[config.mk]
export PLATFORM = sky130hd
export DESIGN_NAME = grain_ctrl
export DESIGN_NICKNAME = d
export VERILOG_FILES = /design/src/rtl/grain_ctrl.sv
export SDC_FILE = /design/constraint.sdc
export NUM_CORES = 1
export LEC_CHECK = 0
export ABC_CLOCK_PERIOD_IN_PS = 5600
export BUFFER_PORTS_ARGS = -buffer_cell sky130_fd_sc_hd__clkbuf_2
export CORE_ASPECT_RATIO = 1.75
export CORE_MARGIN = 10
export CORE_UTILIZATION = 30
export DETAILED_ROUTE_END_ITERATION = 8
export PLACE_DENSITY = 0.66
export SLEW_MARGIN = 20
export SYNTH_ARGS = -nofsm -noshare
export SYNTH_HDL_FRONTEND = slang
export SYNTH_SLANG_ARGS = --single-unit
[constraint.sdc]
create_clock -name Clk -period 5.6 [get_ports Clk]
set_clock_uncertainty 0.1 [all_clocks]
set_input_delay 0.84 -clock Clk [delete_from_list [all_inputs] [get_ports Clk]]
set_output_delay 0.84 -clock Clk [all_outputs]
set_load 0.03 [all_outputs]
[src/rtl/grain_ctrl.sv]
// grain_ctrl: control FSM that loads seeds, runs the warm-up and collects keystream bytes for a Grain-style datapath.
// Optional macro GRAIN_CTRL_SKIDBUF_EN adds a one-byte output holding register so generation overlaps the handshake.
module grain_ctrl #(
   parameter int WARMUP = 160
) (
   input  logic        Clk,
   input  logic        reset,
   input  logic        start,
   input  logic        abort,
   input  logic [79:0] key_in,
   input  logic [23:0] iv_in,
   input  logic [7:0]  req_len,
   input  logic        ks_bit,
   input  logic        ks_ready,
   output logic        par_load,
   output logic        shift_en,
   output logic [79:0] seed_l,
   output logic [23:0] seed_n,
   output logic [7:0]  ks_byte,
   output logic        ks_valid,
   output logic        busy,
   output logic        done
);

   typedef enum logic [2:0] {IDLE, LOAD, WARM, GEN, HOLD, DONE} state_t;

   state_t      state_q, state_d;
   logic [79:0] seed_l_q, seed_l_d;
   logic [23:0] seed_n_q, seed_n_d;
   logic [7:0]  cnt_q, cnt_d;
   logic [7:0]  wcnt_q, wcnt_d;
   logic [2:0]  bidx_q, bidx_d;
   logic [7:0]  asm_q, asm_d;
   logic        ks_valid_d;
   logic        par_load_q, shift_en_q, ks_valid_q, busy_q, done_q;
`ifdef GRAIN_CTRL_SKIDBUF_EN
   logic [7:0]  hold_q, hold_d;
   logic        hold_vld_q, hold_vld_d;
   logic        asm_full_q, asm_full_d;
   logic [7:0]  gen_q, gen_d;
   logic        xfer;
`endif

   always_comb begin
      state_d  = state_q;
      seed_l_d = seed_l_q;
      seed_n_d = seed_n_q;
      cnt_d    = cnt_q;
      wcnt_d   = wcnt_q;
      bidx_d   = bidx_q;
      asm_d    = asm_q;
`ifdef GRAIN_CTRL_SKIDBUF_EN
      hold_d     = hold_q;
      hold_vld_d = hold_vld_q;
      asm_full_d = asm_full_q;
      gen_d      = gen_q;
      // cnt tracks bytes not yet handed over; gen tracks bytes not yet assembled
      xfer = hold_vld_q & ks_ready & ~abort;
      if (xfer) begin
         cnt_d      = cnt_q - 8'd1;
         hold_vld_d = 1'b0;
      end
`endif
      case (state_q)
         IDLE: begin
            if (start && !abort) begin
               seed_l_d = key_in;
               seed_n_d = iv_in;
               cnt_d    = req_len;
`ifdef GRAIN_CTRL_SKIDBUF_EN
               gen_d    = req_len;
`endif
               state_d  = LOAD;
            end
         end
         LOAD: begin
            wcnt_d  = '0;
            state_d = WARM;
         end
         WARM: begin
            if (wcnt_q == 8'(WARMUP - 1)) begin
               wcnt_d  = '0;
               bidx_d  = '0;
               state_d = (cnt_q != 8'd0) ? GEN : DONE;
            end else begin
               wcnt_d = wcnt_q + 8'd1;
            end
         end
         GEN: begin
            asm_d[bidx_q] = ks_bit;
            bidx_d        = bidx_q + 3'd1;
`ifdef GRAIN_CTRL_SKIDBUF_EN
            if (bidx_q == 3'd7) begin
               gen_d = gen_q - 8'd1;
               if (!hold_vld_q || xfer) begin
                  hold_d     = {ks_bit, asm_q[6:0]};
                  hold_vld_d = 1'b1;
                  state_d    = (gen_q == 8'd1) ? HOLD : GEN;
               end else begin
                  asm_full_d = 1'b1;
                  state_d    = HOLD;
               end
            end
`else
            if (bidx_q == 3'd7) state_d = HOLD;
`endif
         end
         HOLD: begin
`ifdef GRAIN_CTRL_SKIDBUF_EN
            if (xfer) begin
               if (asm_full_q) begin
                  hold_d     = asm_q;
                  hold_vld_d = 1'b1;
                  asm_full_d = 1'b0;
                  if (gen_q != 8'd0) state_d = GEN;
               end else if (cnt_q == 8'd1) begin
                  state_d = DONE;
               end
            end
`else
            if (ks_ready) begin
               cnt_d   = cnt_q - 8'd1;
               state_d = (cnt_q == 8'd1) ? DONE : GEN;
            end
`endif
         end
         DONE:    state_d = IDLE;
         default: state_d = IDLE;
      endcase
      // abort overrides every transition, including a start seen in IDLE
      if (abort) begin
         state_d = IDLE;
         cnt_d   = cnt_q;
         wcnt_d  = '0;
         bidx_d  = '0;
`ifdef GRAIN_CTRL_SKIDBUF_EN
         hold_vld_d = 1'b0;
         asm_full_d = 1'b0;
         gen_d      = gen_q;
`endif
      end
`ifdef GRAIN_CTRL_SKIDBUF_EN
      ks_valid_d = hold_vld_d;
`else
      ks_valid_d = (state_d == HOLD);
`endif
   end

   always_ff @(posedge Clk or negedge reset) begin
      if (!reset) begin
         state_q    <= IDLE;
         seed_l_q   <= '0;
         seed_n_q   <= '0;
         cnt_q      <= '0;
         wcnt_q     <= '0;
         bidx_q     <= '0;
         asm_q      <= '0;
         par_load_q <= 1'b0;
         shift_en_q <= 1'b0;
         ks_valid_q <= 1'b0;
         busy_q     <= 1'b0;
         done_q     <= 1'b0;
`ifdef GRAIN_CTRL_SKIDBUF_EN
         hold_q     <= '0;
         hold_vld_q <= 1'b0;
         asm_full_q <= 1'b0;
         gen_q      <= '0;
`endif
      end else begin
         state_q    <= state_d;
         seed_l_q   <= seed_l_d;
         seed_n_q   <= seed_n_d;
         cnt_q      <= cnt_d;
         wcnt_q     <= wcnt_d;
         bidx_q     <= bidx_d;
         asm_q      <= asm_d;
         par_load_q <= (state_d == LOAD);
         shift_en_q <= (state_d == WARM) || (state_d == GEN);
         ks_valid_q <= ks_valid_d;
         busy_q     <= (state_d != IDLE);
         done_q     <= (state_d == DONE);
`ifdef GRAIN_CTRL_SKIDBUF_EN
         hold_q     <= hold_d;
         hold_vld_q <= hold_vld_d;
         asm_full_q <= asm_full_d;
         gen_q      <= gen_d;
`endif
      end
   end

   // Datapath strobes drop in the very cycle abort is seen
   assign par_load = par_load_q & ~abort;
   assign shift_en = shift_en_q & ~abort;
   assign ks_valid = ks_valid_q & ~abort;
   assign done     = done_q & ~abort;
   assign busy     = busy_q;
   assign seed_l   = seed_l_q;
   assign seed_n   = seed_n_q;
`ifdef GRAIN_CTRL_SKIDBUF_EN
   assign ks_byte  = hold_q;
`else
   assign ks_byte  = asm_q;
`endif

endmodule

# == Word level (Yosys, flattened, before mapping) ==
# Index checks and enable logic that the tools add are counted.
# W data, S select, Z words.
# classes
n_eq_ne,15
addsub,3
magnitude_cmp,2
reduce_logical,13
bitwise_logic,5
mux,20
# ops
operator,n
$mux W8,4
$pmux W8 S2,2
$mux W3,9
$pmux W3 S5,1
$eq A3 B2 Y1 const B,4
$eq A3 B3 Y1 const B,4
$reduce_bool A3 Y1,3
$add A8 B1 Y8 const B,1
$bwmux W8,1
$eq A8 B1 Y1 const B,1
$eq A8 B8 Y1 const B,1
$reduce_bool A8 Y1,1
$sub A8 B1 Y8 const B,1
$eq A3 B1 Y1 const B,2
$pmux W3 S2,1
$and A1 B1 Y1,4
$lt A3 B4 Y1 const B,1
$ne A2 B2 Y1 const B,2
$reduce_and A2 Y1,2
$reduce_and A4 Y1,1
$add A3 B1 Y3 const B,1
$demux W1 S3,1
$ge A3 B1 Y1 const B,1
$logic_not A3 Y1,1
other kinds (7),8
# totals
output_inout_bits,117
word_cells,70
input_bits,118
register_bits,139

# == Logic depth before layout (Yosys ltp) ==
# depth
word_depth,7
depth_mapped,6
mapped_depth_nobuf,6

# == Least setup slack after synthesis ==
# Ideal clock, no wire load.
# synth_timing
path_type,input to output
start,in abort
end,out done
stages,2
arrival_time_ns,1.481
path_buffers,1
slack_ns,3.179
t_required_ns,4.660
path_cell_list,clkbuf_1 -> nor2b_1
# synth_via
elab_chain_cells,2
# synth_lines
item,line_no,source
start: declaration,9,"input logic abort,"
$not A1 Y1,195,assign done = done_q & ~abort;
$and A1 B1 Y1,195,
end: declaration,22,output logic done
# Every way passes these cells.

# == Worst setup path after layout ==
# layout_timing
start,in abort
end,"reg seed_n_q[11], in the netlist seed_n[11]"
# layout_via
elab_chain_cells,3
# layout_lines
item,line_no,source
$logic_not A1 Y1,66,if (start && !abort) begin
$logic_and A1 B1 Y1,66,
$reduce_and A2 Y1 (no source line),--,
end signal: assignment,172,seed_n_q <= seed_n_d;
end: declaration,29,"logic [23:0] seed_n_q, seed_n_d;"
# Every way passes these cells.
# A chain may end at the register's enable or synchronous reset.

==> metrics.md <==
| Metric | Value |
|---|---|
| Status | `finished clean` |
| Clock transition at path regs | `0.06 ns` |
| Maximum VDD drop | `0.0003425 V` |
| Combinational power share | `25.3%` |
| CP cell instances | `clkbuf_2, or3b_4, nor2_8, buf_12, mux2_2` |
| Flop pwr share | `40.3%` |
| Yosys top cell area share | `59.75%` |
| Hold Fails Final Rpt | `0` |
| Worst hold path type | `in2async` |
| # rows | `67` |
| H-tree levels | `4` |
| Total die area | `0.02560 mm2` |
| Synth Flop Type | `dfrtp_1` |
| Register area | `0.003478 mm2` |
| Area occupied by multi-input gates | `0.002173 mm2` |
| RSZ-0062 raised after global routing | `no` |
| Post-Syn Nets | `539` |
| Critical path class | `in2reg` |
| First DRT Iteration DRCs | `227` |
| Chip Height | `204.3 um` |
| FF-to-FF path depth | `4` |
| Worst stage delay on the critical path | `0.69 ns` |
| Post-synth EDFFs | `0` |
| Placer Congestion | `0.7998` |
| Slowest-stage cell, CP | `nor2_8` |
| CTS tree | `yes` |
| WP data required | `5.80 ns` |
| Initial antenna violation count | `0` |
| Root Buffer | `clkbuf_16` |
| Die W | `125.3 um` |
| WP buf/inv | `2` |
| Yosys Warn Count | `0` |
| Core Box Area | `0.01911 mm2` |
| Setup TNS | `0 ns` |
| Share of total power in the clock network | `34.4%` |
| # hold bufs at CTS | `0` |
| # DRC | `0` |
| Leakage dissipation | `3.720 nW` |
| Pwr Density | `405.5 mW/mm2` |
| Critical path endpoint category | `register` |
| GRT Util Overall | `12.11%` |
| Setup ws final | `2.760 ns` |
| Internal | `0.002105 W` |
| Worst-path maximum fanout | `55` |
| TritonRoute pass-1 iters | `4` |
| Final setup vio count | `0` |
| Layout cell share with drive strength beyond 1 | `53.77%` |
| First-pass GRT wire length | `24.91 mm` |
| Post-synth cell types | `49` |
| Post-synth ARST share | `100.0%` |
| ANT nets after route | `0` |
| Least-Margin Pin Slew | `0.9389 ns` |
| I/O pins | `235` |
| Register area share after synthesis | `59.75%` |
| CP Launch Type | `input port` |
| Worst path depth | `5` |
| Nets | `775` |
| Grt ovf | `0` |
| Relative slew slack | `37.40%` |
| FF+latch count, synth | `139` |
| Cts bufs inserted | `17` |
| Max Buffers Root-to-Sink | `2` |
| Total Wirelength | `15.75 mm` |
| Vias per inst | `4.728` |
| R2r setup slk | `2.84 ns` |
| Layout fillers | `1870` |
| Min Tclk post-route | `2.840 ns` |
| Post-Synthesis Cells | `416` |
| Fin crit share | `50.72%` |
| Peak Freq | `0.3521 GHz` |
| Post-CTS setup buffer count | `0` |
| Critical Path Sink | `seed_n[11]$_DFFE_PN0P_` |
| Synth cell count leaders | `dfrtp_1, mux2_2, mux2_1` |
| Sw Ratio | `33.10%` |
| Max Cap Viol | `0` |
| Synth area leaders | `dfrtp_1, mux2_2, mux2_1, buf_4, o21ai_0` |
| Worst r2r dst | `seed_n[11]$_DFFE_PN0P_` |
| Reg2reg start | `state_q[2]$_DFF_PN0_` |
| Post-cts resize count | `0` |
| Clock sinks | `139` |
| N_diodes | `0` |
| Area growth from synthesis to layout | `33.27%` |
| Top-count cell post-synth | `dfrtp_1` |
| Worst-Skew Late Latency | `0.42 ns` |
| Crit path DAT | `3.04 ns` |
| Final Max Tran Viols | `0` |
| CP top delay family | `simple AND/OR/NAND/NOR gates` |
| Setup Slack @ Placement | `2.301 ns` |
| Initial core utilization | `30.46%` |
| Port bufs | `234` |
| Vias in the first global route | `4649` |
| Post-DP HPWL | `12.19 mm` |
| Cell Area, Synth | `0.005822 mm2` |
| Post-synth top area cell | `dfrtp_1` |
| Largest net degree at the start of global routing | `68` |
| Switching Power | `0.001041 W` |
| Crit path launch | `abort` |
| Syn Area/Cell | `13.99 um2` |
| Wire length per cell | `17.40 um` |
| Via count | `4279` |
layout make-up:
type,count,area share [%]
clock inverters,12,1.597
clock buffers,19,5.709
repair buffers,237,15.63
flip-flops and latches,139,44.83
well taps,241,3.886
inverters,7,0.3387
multi-input cells,250,28.01
through the flow:
| step | total power (W) | hold slack, ns | cell area (um2) | util [%] | cells |
|---|---|---|---|---|---|
| finish | 0.003146 | 0.1589 | 7759 | 40.59 | 905 |
| global route | 0.003295 | 0.1560 | 7759 | 40.59 | 905 |
| CTS | 0.003207 | 0.1419 | 7759 | 40.59 | 905 |
| detailed placement | 0.002098 | 0.3735 | 7192 | 37.63 | 874 |
| global placement | 0.002077 | 0.3675 | 7187 | 37.60 | 874 |
| floorplan | 0.001797 | 0.3782 | 5822 | - | 416 |
logic make-up after synthesis:
| logic type | after synthesis | synth area share (%) |
|---|---|---|
| AOI/OAI and AO/OA | 49 | 5.631 |
| xor gates and xnor gates | 2 | 0.3009 |
| adders and majority gates | 5 | 1.075 |
| buffers and inverters | 27 | 3.009 |
| DFF | 139 | 59.75 |
| muxes | 115 | 22.22 |
| and+or+nand+nor | 79 | 8.017 |
worst min path at each step:
| stage | endpoint | cells after the start |
|---|---|---|
| after detailed placement | seed_l[54]$_DFFE_PN0P_ | 1 |
| after CTS | wcnt_q[7]$_DFFE_PN0P_ | 1 |
| after global routing | bidx_q[2]$_DFFE_PN0P_ | 1 |
| final | wcnt_q[7]$_DFFE_PN0P_ | 1 |
| after floorplan | wcnt_q[0]$_DFFE_PN0P_ | 1 |
| after global placement | seed_l[55]$_DFFE_PN0P_ | 1 |
placed cells by master (no fill, tap or decap), types with 3 or more instances in the layout:
cell	count
o21ai_0	14
clkbuf_2	233
clkbuf_16	17
nand4_1	4
inv_1	7
a22o_1	4
nor4_1	4
ha_1	5
and4_1	3
nand2_1	7
nand2b_1	3
nor3_1	5
nor3b_1	5
mux2_2	84
nor2_1	17
nand3b_1	3
nand3_1	8
mux2_1	30
clkinvlp_4	4
dfrtp_1	139
nor2b_1	6
and3_1	3
a21oi_1	10
clkinv_2	5
state kept, by name (all words and copies together), names as in the netlist:
register    flops
cnt_q           8
par_load_q      1
seed_l         80
ks_byte         8
done_q          1
busy            1
wcnt_q          8
seed_n         24
ks_valid_q      1
shift_en_q      1
state_q         3
bidx_q          3
power by group through the flow:
stage,registers (W),logic [W],clock network (W)
finish,0.00127,0.000795,0.00108
floorplan,0.00159,0.000204,0
global route,0.00129,0.000847,0.00116
detailed placement,0.00129,0.000811,0
global placement,0.00128,0.000799,0
CTS,0.00127,0.000813,0.00112
layer usage:
| metal | share of wire [%] | wire length (um) | up-vias | global-route usage, % |
|---|---|---|---|---|
| met5 | 0 | 0 | - | 0 |
| met4 | 2.8 | 443 | 0 | 5.656 |
| li1 | - | - | 1983 | - |
| met1 | 35 | 5460 | 2105 | 11.29 |
| met2 | 54 | 8561 | 161 | 22.01 |
| met3 | 8.2 | 1285 | 30 | 5.427 |
Note: power is estimated with default switching activity, not from simulation.
